--- config.mk ---
export PLATFORM = sky130hd
export DESIGN_NAME = csr_trap_ctrl_flat
export DESIGN_NICKNAME = d
export VERILOG_FILES = /design/src/rtl/csr_trap_ctrl_if.sv /design/src/rtl/csr_trap_ctrl.sv /design/src/flat_wrapper.sv
export SDC_FILE = /design/constraint.sdc
export NUM_CORES = 1
export LEC_CHECK = 0
export CORE_MARGIN = 2
export CORE_UTILIZATION = 38
export DETAILED_ROUTE_END_ITERATION = 7
export GPL_ROUTABILITY_DRIVEN = 0
export MAX_ROUTING_LAYER = met4
export PLACE_DENSITY = 0.85
export SLEW_MARGIN = 20
export SYNTH_ARGS = -nofsm -noshare
export SYNTH_HDL_FRONTEND = slang
export SYNTH_SLANG_ARGS = --single-unit
--- constraint.sdc ---
create_clock -name clk_i -period 3.5 [get_ports clk_i]
set_input_delay 0.7 -clock clk_i [delete_from_list [all_inputs] [get_ports clk_i]]
set_output_delay 0.7 -clock clk_i [all_outputs]
set_load 0.01 [all_outputs]
--- src/rtl/csr_trap_ctrl_if.sv ---
// csr_trap_ctrl_if
//   Bundles the two CSR access buses that meet at csr_trap_ctrl:
//     pipe_* : CSR requests from decode/execute and the data and stall returned to it
//     csr_*  : the single access port into the machine CSR register file
//   slave  modport : used by csr_trap_ctrl (accepts pipe requests, drives the CSR port)
//   master modport : used by the environment (pipeline and CSR file side)
interface csr_trap_ctrl_if #(
    parameter int DW    = 32,
    parameter int ADDRW = 12
);
    logic             pipe_we;
    logic             pipe_re;
    logic [ADDRW-1:0] pipe_addr;
    logic [DW-1:0]    pipe_wdata;
    logic [DW-1:0]    pipe_rdata;
    logic             stall;

    logic             csr_we;
    logic             csr_re;
    logic [ADDRW-1:0] csr_addr;
    logic [DW-1:0]    csr_wdata;
    logic [DW-1:0]    csr_rdata;

    modport slave (
        input  pipe_we, pipe_re, pipe_addr, pipe_wdata, csr_rdata,
        output pipe_rdata, stall, csr_we, csr_re, csr_addr, csr_wdata
    );

    modport master (
        output pipe_we, pipe_re, pipe_addr, pipe_wdata, csr_rdata,
        input  pipe_rdata, stall, csr_we, csr_re, csr_addr, csr_wdata
    );
endinterface

--- src/rtl/csr_trap_ctrl.sv ---
// csr_trap_ctrl
//   Sequences the machine CSR file for external-interrupt entry and MRET
//   return, and arbitrates the single CSR port between pipeline CSR
//   instructions and its own trap FSM.
//   Optional feature macro: VECTORED_INTR_EN (vectored mtvec mode).
// Ports
//   clk_i, rst_i : clock, asynchronous active-high reset
//   intr_i       : external interrupt request (level)
//   mret_i       : MRET retiring (1-cycle pulse)
//   pc_i         : PC saved to mepc on interrupt entry
//   bus          : pipe_* request/response + stall, csr_* CSR file port
//   redirect_o   : PC redirect pulse, flush_o alongside, target_o the new PC
module csr_trap_ctrl #(
    parameter int            DW        = 32,
    parameter int            ADDRW     = 12,
    parameter logic [DW-1:0] CAUSE_EXT = 32'h8000_000B
) (
    input  logic              clk_i,
    input  logic              rst_i,
    input  logic              intr_i,
    input  logic              mret_i,
    input  logic [DW-1:0]     pc_i,
    csr_trap_ctrl_if.slave    bus,
    output logic              redirect_o,
    output logic              flush_o,
    output logic [DW-1:0]     target_o
);
    localparam logic [ADDRW-1:0] A_MSTATUS = ADDRW'(12'h300);
    localparam logic [ADDRW-1:0] A_MIE     = ADDRW'(12'h304);
    localparam logic [ADDRW-1:0] A_MTVEC   = ADDRW'(12'h305);
    localparam logic [ADDRW-1:0] A_MEPC    = ADDRW'(12'h341);
    localparam logic [ADDRW-1:0] A_MCAUSE  = ADDRW'(12'h342);

    typedef enum logic [3:0] {
        IDLE, E_RD_ST, E_WR_EPC, E_WR_CAUSE, E_WR_ST, E_RD_TVEC,
        M_RD_ST, M_WR_ST, M_RD_EPC, REDIR
    } state_t;

    state_t         state_q, state_d;
    logic [DW-1:0]  pc_q, pc_d;
    logic [DW-1:0]  st_q, st_d;      // mstatus word read at the start of a sequence
    logic [DW-1:0]  tgt_q, tgt_d;
    logic           redirect_q, redirect_d;
    logic           mie_q, mie_d, mpie_q, mpie_d, meie_q, meie_d;

    logic             csr_we, csr_re;
    logic [ADDRW-1:0] csr_addr;
    logic [DW-1:0]    csr_wdata;

    logic          pipe_req;
    logic          take_int;
    logic [DW-1:0] st_entry, st_mret, tvec_base, tvec_tgt;

    assign pipe_req = bus.pipe_we | bus.pipe_re;
    assign take_int = intr_i & mie_q & meie_q;

    // Entry: MPIE <= MIE, MIE <= 0. Return: MIE <= MPIE, MPIE <= 1.
    always_comb begin
        st_entry    = st_q;
        st_entry[7] = st_q[3];
        st_entry[3] = 1'b0;
        st_mret     = st_q;
        st_mret[3]  = st_q[7];
        st_mret[7]  = 1'b1;
    end

    assign tvec_base = bus.csr_rdata & ~DW'(3);
`ifdef VECTORED_INTR_EN
    assign tvec_tgt = (bus.csr_rdata[1:0] == 2'b01)
                    ? tvec_base + (DW'(CAUSE_EXT[4:0]) << 2)
                    : tvec_base;
`else
    assign tvec_tgt = tvec_base;
`endif

    always_comb begin
        state_d        = state_q;
        pc_d           = pc_q;
        st_d           = st_q;
        tgt_d          = tgt_q;
        csr_we         = 1'b0;
        csr_re         = 1'b0;
        csr_addr       = '0;
        csr_wdata      = '0;
        bus.stall      = pipe_req;
        bus.pipe_rdata = '0;
        case (state_q)
            IDLE: begin
                if (mret_i) begin
                    state_d = M_RD_ST;
                end else if (take_int) begin
                    state_d = E_RD_ST;
                    pc_d    = pc_i;
                end else begin
                    // No trap starting: pipeline owns the CSR port.
                    bus.stall      = 1'b0;
                    csr_we         = bus.pipe_we;
                    csr_re         = bus.pipe_re;
                    csr_addr       = bus.pipe_addr;
                    csr_wdata      = bus.pipe_wdata;
                    bus.pipe_rdata = bus.csr_rdata;
                end
            end
            E_RD_ST: begin
                csr_re   = 1'b1;
                csr_addr = A_MSTATUS;
                st_d     = bus.csr_rdata;
                state_d  = E_WR_EPC;
            end
            E_WR_EPC: begin
                csr_we    = 1'b1;
                csr_addr  = A_MEPC;
                csr_wdata = pc_q;
                state_d   = E_WR_CAUSE;
            end
            E_WR_CAUSE: begin
                csr_we    = 1'b1;
                csr_addr  = A_MCAUSE;
                csr_wdata = CAUSE_EXT;
                state_d   = E_WR_ST;
            end
            E_WR_ST: begin
                csr_we    = 1'b1;
                csr_addr  = A_MSTATUS;
                csr_wdata = st_entry;
                state_d   = E_RD_TVEC;
            end
            E_RD_TVEC: begin
                csr_re   = 1'b1;
                csr_addr = A_MTVEC;
                tgt_d    = tvec_tgt;
                state_d  = REDIR;
            end
            M_RD_ST: begin
                csr_re   = 1'b1;
                csr_addr = A_MSTATUS;
                st_d     = bus.csr_rdata;
                state_d  = M_WR_ST;
            end
            M_WR_ST: begin
                csr_we    = 1'b1;
                csr_addr  = A_MSTATUS;
                csr_wdata = st_mret;
                state_d   = M_RD_EPC;
            end
            M_RD_EPC: begin
                csr_re   = 1'b1;
                csr_addr = A_MEPC;
                tgt_d    = bus.csr_rdata & ~DW'(3);
                state_d  = REDIR;
            end
            REDIR:   state_d = IDLE;
            default: state_d = IDLE;
        endcase
    end

    // Shadows track every write that reaches the CSR file, whoever issued it.
    always_comb begin
        mie_d  = mie_q;
        mpie_d = mpie_q;
        meie_d = meie_q;
        if (csr_we && csr_addr == A_MSTATUS) begin
            mie_d  = csr_wdata[3];
            mpie_d = csr_wdata[7];
        end
        if (csr_we && csr_addr == A_MIE) begin
            meie_d = csr_wdata[11];
        end
    end

    assign redirect_d = (state_d == REDIR);

    always_ff @(posedge clk_i or posedge rst_i) begin
        if (rst_i) begin
            state_q    <= IDLE;
            pc_q       <= '0;
            st_q       <= '0;
            tgt_q      <= '0;
            redirect_q <= 1'b0;
            mie_q      <= 1'b0;
            mpie_q     <= 1'b0;
            meie_q     <= 1'b0;
        end else begin
            state_q    <= state_d;
            pc_q       <= pc_d;
            st_q       <= st_d;
            tgt_q      <= tgt_d;
            redirect_q <= redirect_d;
            mie_q      <= mie_d;
            mpie_q     <= mpie_d;
            meie_q     <= meie_d;
        end
    end

    assign bus.csr_we    = csr_we;
    assign bus.csr_re    = csr_re;
    assign bus.csr_addr  = csr_addr;
    assign bus.csr_wdata = csr_wdata;

    assign redirect_o = redirect_q;
    assign flush_o    = redirect_q;
    assign target_o   = redirect_q ? tgt_q : '0;
endmodule
--- src/flat_wrapper.sv ---
// flat-port wrapper written by rule: the top's interface ports become plain ports
module csr_trap_ctrl_flat 
#(
    parameter int            DW        = 32,
    parameter int            ADDRW     = 12,
    parameter logic [DW-1:0] CAUSE_EXT = 32'h8000_000B
)
  (clk_i, rst_i, intr_i, mret_i, pc_i, redirect_o, flush_o, target_o, bus_pipe_we, bus_pipe_re, bus_pipe_addr, bus_pipe_wdata, bus_csr_rdata, bus_pipe_rdata, bus_stall, bus_csr_we, bus_csr_re, bus_csr_addr, bus_csr_wdata);
  csr_trap_ctrl_if #(.DW(DW), .ADDRW(ADDRW)) bus_i ();
  input  logic clk_i;
  input  logic rst_i;
  input  logic intr_i;
  input  logic mret_i;
  input  logic [DW-1:0] pc_i;
  output logic redirect_o;
  output logic flush_o;
  output logic [DW-1:0] target_o;
  input wire logic [$bits(bus_i.pipe_we)-1:0] bus_pipe_we;
  input wire logic [$bits(bus_i.pipe_re)-1:0] bus_pipe_re;
  input wire logic [$bits(bus_i.pipe_addr)-1:0] bus_pipe_addr;
  input wire logic [$bits(bus_i.pipe_wdata)-1:0] bus_pipe_wdata;
  input wire logic [$bits(bus_i.csr_rdata)-1:0] bus_csr_rdata;
  output wire logic [$bits(bus_i.pipe_rdata)-1:0] bus_pipe_rdata;
  output wire logic [$bits(bus_i.stall)-1:0] bus_stall;
  output wire logic [$bits(bus_i.csr_we)-1:0] bus_csr_we;
  output wire logic [$bits(bus_i.csr_re)-1:0] bus_csr_re;
  output wire logic [$bits(bus_i.csr_addr)-1:0] bus_csr_addr;
  output wire logic [$bits(bus_i.csr_wdata)-1:0] bus_csr_wdata;
  assign bus_i.pipe_we = bus_pipe_we;
  assign bus_i.pipe_re = bus_pipe_re;
  assign bus_i.pipe_addr = bus_pipe_addr;
  assign bus_i.pipe_wdata = bus_pipe_wdata;
  assign bus_i.csr_rdata = bus_csr_rdata;
  assign bus_pipe_rdata = bus_i.pipe_rdata;
  assign bus_stall = bus_i.stall;
  assign bus_csr_we = bus_i.csr_we;
  assign bus_csr_re = bus_i.csr_re;
  assign bus_csr_addr = bus_i.csr_addr;
  assign bus_csr_wdata = bus_i.csr_wdata;
  csr_trap_ctrl #(.DW(DW), .ADDRW(ADDRW), .CAUSE_EXT(CAUSE_EXT)) u_core (.clk_i(clk_i), .rst_i(rst_i), .intr_i(intr_i), .mret_i(mret_i), .pc_i(pc_i), .bus(bus_i), .redirect_o(redirect_o), .flush_o(flush_o), .target_o(target_o));
endmodule
==> summary.md <==
The signal on the critical path passes through clkdlybuf4s50_1 > nand3_1 > nor3b_4 > buf_12 > a222oi_1 > inv_1 > clkdlybuf4s50_1. The proportion of synthesized flip-flops having asynchronous set or reset works out to 100%. For this run, the share of the core covered by cells in the final layout is 59.9%. Cells with a size suffix above 1 make up 19.7% of the layout. The post-synthesis cell count was 452; the share of total power consumed by net switching was 35.3%.

The final clock period utilization by the worst path works out to 96.8%. In this design, the critical path's most frequently occurring cell is sky130_fd_sc_hd__clkdlybuf4s50_1. During synthesis, Yosys emitted a total of 0 warnings. The placed instances occupy a cell area of 7610 um2. After detailed placement, the design holds a cell count of 836.

Data on the critical path is required at its endpoint by 2.80 ns. The run gives 54.3% as the combinational share of power. The internal power of the cells totals 3.98 mW. TritonCTS built the clock tree.

IR analysis of the VDD net gives a maximum drop of 0.000319 V. The logs give 1078 for the number of fill cells in the layout and 0 for the number of routed nets with antenna violations. Yosys mapped a number of flops with a built-in enable equal to 0. Row generation in the floorplan step produced 42 rows. The die is 120 um wide. Global routing finished with a remaining overflow of 0.

The run gives 15400 um as the wire length reported by the detailed router. The tools report the core box area as 13200 um2. The initial antenna violation count came out at 0. The critical path class was in2out.

The synthesized netlist contains 43 unique library cells. The run gives 24200 um as the global-route wire length before repair. The path class of the tightest hold or removal check is reg2reg. In the post-synthesis netlist, the biggest area contributors are sky130_fd_sc_hd__dfrtp_1 49%, sky130_fd_sc_hd__mux2_2 20%, sky130_fd_sc_hd__and2_1 8.4%. After synthesis the netlist holds a flip-flop and latch count of 101. The run gives 30.4% as the register share of total power. Buffers inserted during clock tree synthesis total 9.

After clock tree synthesis, the clock-pin slew on the worst setup and hold paths is 0.06 ns. 227 I/O pins were placed. The run gives 785 as the final net count.

Synthesized area per cell: 11.3 um2. The final-report hold violation count is 0. The total via count after detailed routing was 4430. The design draws 6.15 mW. STA classifies the critical path startpoint as an input pin. The run finished with clean final reports. Across the whole layout, storage elements account for 2530 um2. The highest achievable clock rate was 295 MHz. The run gives 2340 um2 as the area of the multi-input gates. The average wire per standard cell was 18.0 um. The clock reaches the later pin of the worst-skew pair after 0.34 ns. The antenna diode count was 0. For the final routed database, the setup TNS stands at 0 ns. In this run the biggest area consumer among cell types represents 49.3% of the synthesized area. After detailed routing, the number of remaining DRC violations is 0. The worst setup path is captured at an output pin. The cell sitting at the root of the clock tree is a sky130_fd_sc_hd__clkbuf_16. The slowest library cell on the worst path is sky130_fd_sc_hd__clkdlybuf4s50_1.

The final number of max-transition violations came out at 0. The detailed-router iteration count before antenna repair is 7, and the worst endpoint data arrival time is 2.69 ns. In this run the power density over the cells is 780 nW/um2. Counting along the longest clock path gives a buffer depth of 2. For the pin with the worst max-slew slack, the measured transition is 0.627 ns. In this run the worst path has a maximum fanout of 55. The number of violations reported at the end of detailed-routing iteration 0 is 315. Once detailed placement completed, the half-perimeter wirelength came to 11300 um. For this design the static power due to leakage is 3.45 nW.

Among all flip-flop cells after synthesis, the most frequent one is sky130_fd_sc_hd__dfrtp_1. The tools report the post-synth design cell area as 5120 um2. The H-tree generated during clock tree synthesis spans 3 levels. The tools report the effective utilization at floorplan as 38.8%.

In this run the tool buffered the top-level ports with 224 buffer cells. For the count of clock tree sinks, the log shows 101. The tools report the final worst clock skew as 0.00797 ns. The worst-case headroom to the max-slew limit is 58.2%. Setup violations remaining at the end of the flow were counted as 0. The die covers 14400 um2.

The via density per instance works out to 5.20. Compared with the post-synthesis result, the final layout area differs by 54.1%. For this run, the slowest stage of the critical path takes 0.49 ns. Number of buffers inserted by post-CTS setup repair: 0. Setup repair after global routing left no endpoint under its margin.

The post-layout instance area was 7900 um2; the height of the die was 120 um. The analysis attributes to net switching a power of 2.17 mW. The library cell with the largest summed area after synthesis is sky130_fd_sc_hd__dfrtp_1. In the global route stage, overall resource usage came out at 21.9%. Sequential cells were found to cover 49.3% of the synthesized design area. The run gives 852 as the final cell count without fillers. The largest net degree at the start of global routing is 56, and the via count of the first global-routing pass is 4662.

Per report_power, the clock group accounts for 15.3% of the total. The count of max-cap constraint violations is 0, and the clock period minus final worst setup slack is 3.39 ns.
## synthesized netlist by cell type (2+ instances only)
cell type,count
sky130_fd_sc_hd__dfrtp_1,101
sky130_fd_sc_hd__mux2_2,92
sky130_fd_sc_hd__and2_1,69
sky130_fd_sc_hd__inv_1,33
sky130_fd_sc_hd__a222oi_1,26
sky130_fd_sc_hd__nand2_1,18
sky130_fd_sc_hd__o21ai_0,16
sky130_fd_sc_hd__clkbuf_1,14
sky130_fd_sc_hd__nor2_1,12
sky130_fd_sc_hd__buf_2,11
sky130_fd_sc_hd__a21oi_1,6
sky130_fd_sc_hd__buf_4,5
sky130_fd_sc_hd__a22oi_1,4
sky130_fd_sc_hd__a21o_1,3
sky130_fd_sc_hd__clkbuf_2,3
sky130_fd_sc_hd__nor3_1,3
sky130_fd_sc_hd__a211o_1,2
sky130_fd_sc_hd__a32o_1,2
sky130_fd_sc_hd__and3_1,2
sky130_fd_sc_hd__buf_1,2
sky130_fd_sc_hd__mux2_1,2
sky130_fd_sc_hd__nand3_1,2
sky130_fd_sc_hd__nand3b_1,2
sky130_fd_sc_hd__nor2b_1,2
sky130_fd_sc_hd__nor4_1,2
## cells in the final DEF, fill, tap and decap left out, types with 3 or more instances in the layout
master and count:
sky130_fd_sc_hd__a222oi_1 26, sky130_fd_sc_hd__inv_1 32, sky130_fd_sc_hd__dfrtp_1 101, sky130_fd_sc_hd__clkbuf_16 9
sky130_fd_sc_hd__o21ai_0 16, sky130_fd_sc_hd__clkbuf_1 3, sky130_fd_sc_hd__mux2_2 92, sky130_fd_sc_hd__a21oi_1 5
sky130_fd_sc_hd__clkdlybuf4s50_1 224, sky130_fd_sc_hd__nor2_1 11, sky130_fd_sc_hd__and2_1 69, sky130_fd_sc_hd__nand2_1 18
sky130_fd_sc_hd__a21o_1 3, sky130_fd_sc_hd__a22oi_1 4, sky130_fd_sc_hd__buf_4 16
## sequential cells by signal (all words and copies together), names as in the netlist
signal / count
u_core.meie_q: 1
u_core.st_q: 32
u_core.mie_q: 1
u_core.state_q: 4
u_core.tgt_q: 30
u_core.flush_o: 1
u_core.pc_q: 32
## repair_timing
action	in CTS	in global routing
hold buffers	0	0
gates resized for setup	0	0
setup endpoints to repair	0	1
## worst paths after layout
kind,slack (ns),to,cells after the start,start
worst max-delay path,0.11,bus_csr_wdata[15],7,intr_i
worst min-delay path,0.50,u_core.tgt_q[2],1,u_core.tgt_q[2]
worst max register to register,1.17,u_core.meie_q,7,u_core.state_q[3]
worst min register to register,0.50,u_core.tgt_q[2],1,u_core.tgt_q[2]
max in group asynchronous,1.97,u_core.pc_q[17],3,rst_i
min in group asynchronous,0.80,u_core.pc_q[26],2,rst_i
## power groups by stage
stage / clock network [mW] / registers (mW) / logic [mW]
finish: 0.939 / 1.87 / 3.34
global route: 1.01 / 1.92 / 3.59
detailed placement: 0 / 1.89 / 3.36
floorplan: 0 / 1.78 / 1.91
global placement: 0 / 1.86 / 3.26
CTS: 0.965 / 1.87 / 3.37
## layout make-up
cell class                 instances  area share (%)
clock inverter                     2           0.222
inverter                          33            1.60
tap                              176            2.79
sequential                       101            32.0
clock buffer                      14            3.34
timing repair buffer             242            30.4
multi-input combinational        284            29.6
## layer usage
metal	part of all wire [%]	GRT usage (%)	routed length [um]	vias up
met5	0	-	0	-
met4	1.8	7.50	277	0
met3	6.1	3.85	932	23
met2	52	37.7	7980	185
met1	40	25.9	6190	2192
li1	-	-	-	2030
## logic make-up (layout without fill, tap and decap cells)
group                  Yosys count  in the layout  synth area share [%]
XOR/XNOR                         1              1                 0.171
multiplexers                    94             94                  20.7
flip-flops                     101            101                  49.3
other                            1              2                0.0732
buffers and inverters           68            291                  5.69
AO/OA/AOI/OAI                   69             69                  10.7
AND/OR/NAND/NOR                118            118                  13.3
## per-stage QoR
stage               hold slack (ns)  worst slack [ns]
floorplan                     0.464             0.153
global placement              0.481             0.222
detailed placement            0.488             0.115
CTS                           0.503             0.108
global route                  0.511            0.0114
finish                        0.497             0.110
## worst max-delay path, delay by kind of cell
kind / cells / cell delay [ns]
compound gates: 1 / 0.39
buf+inv: 4 / 1.22
simple gates: 2 / 0.34
No activity file was read; power rests on OpenSTA's default activity.
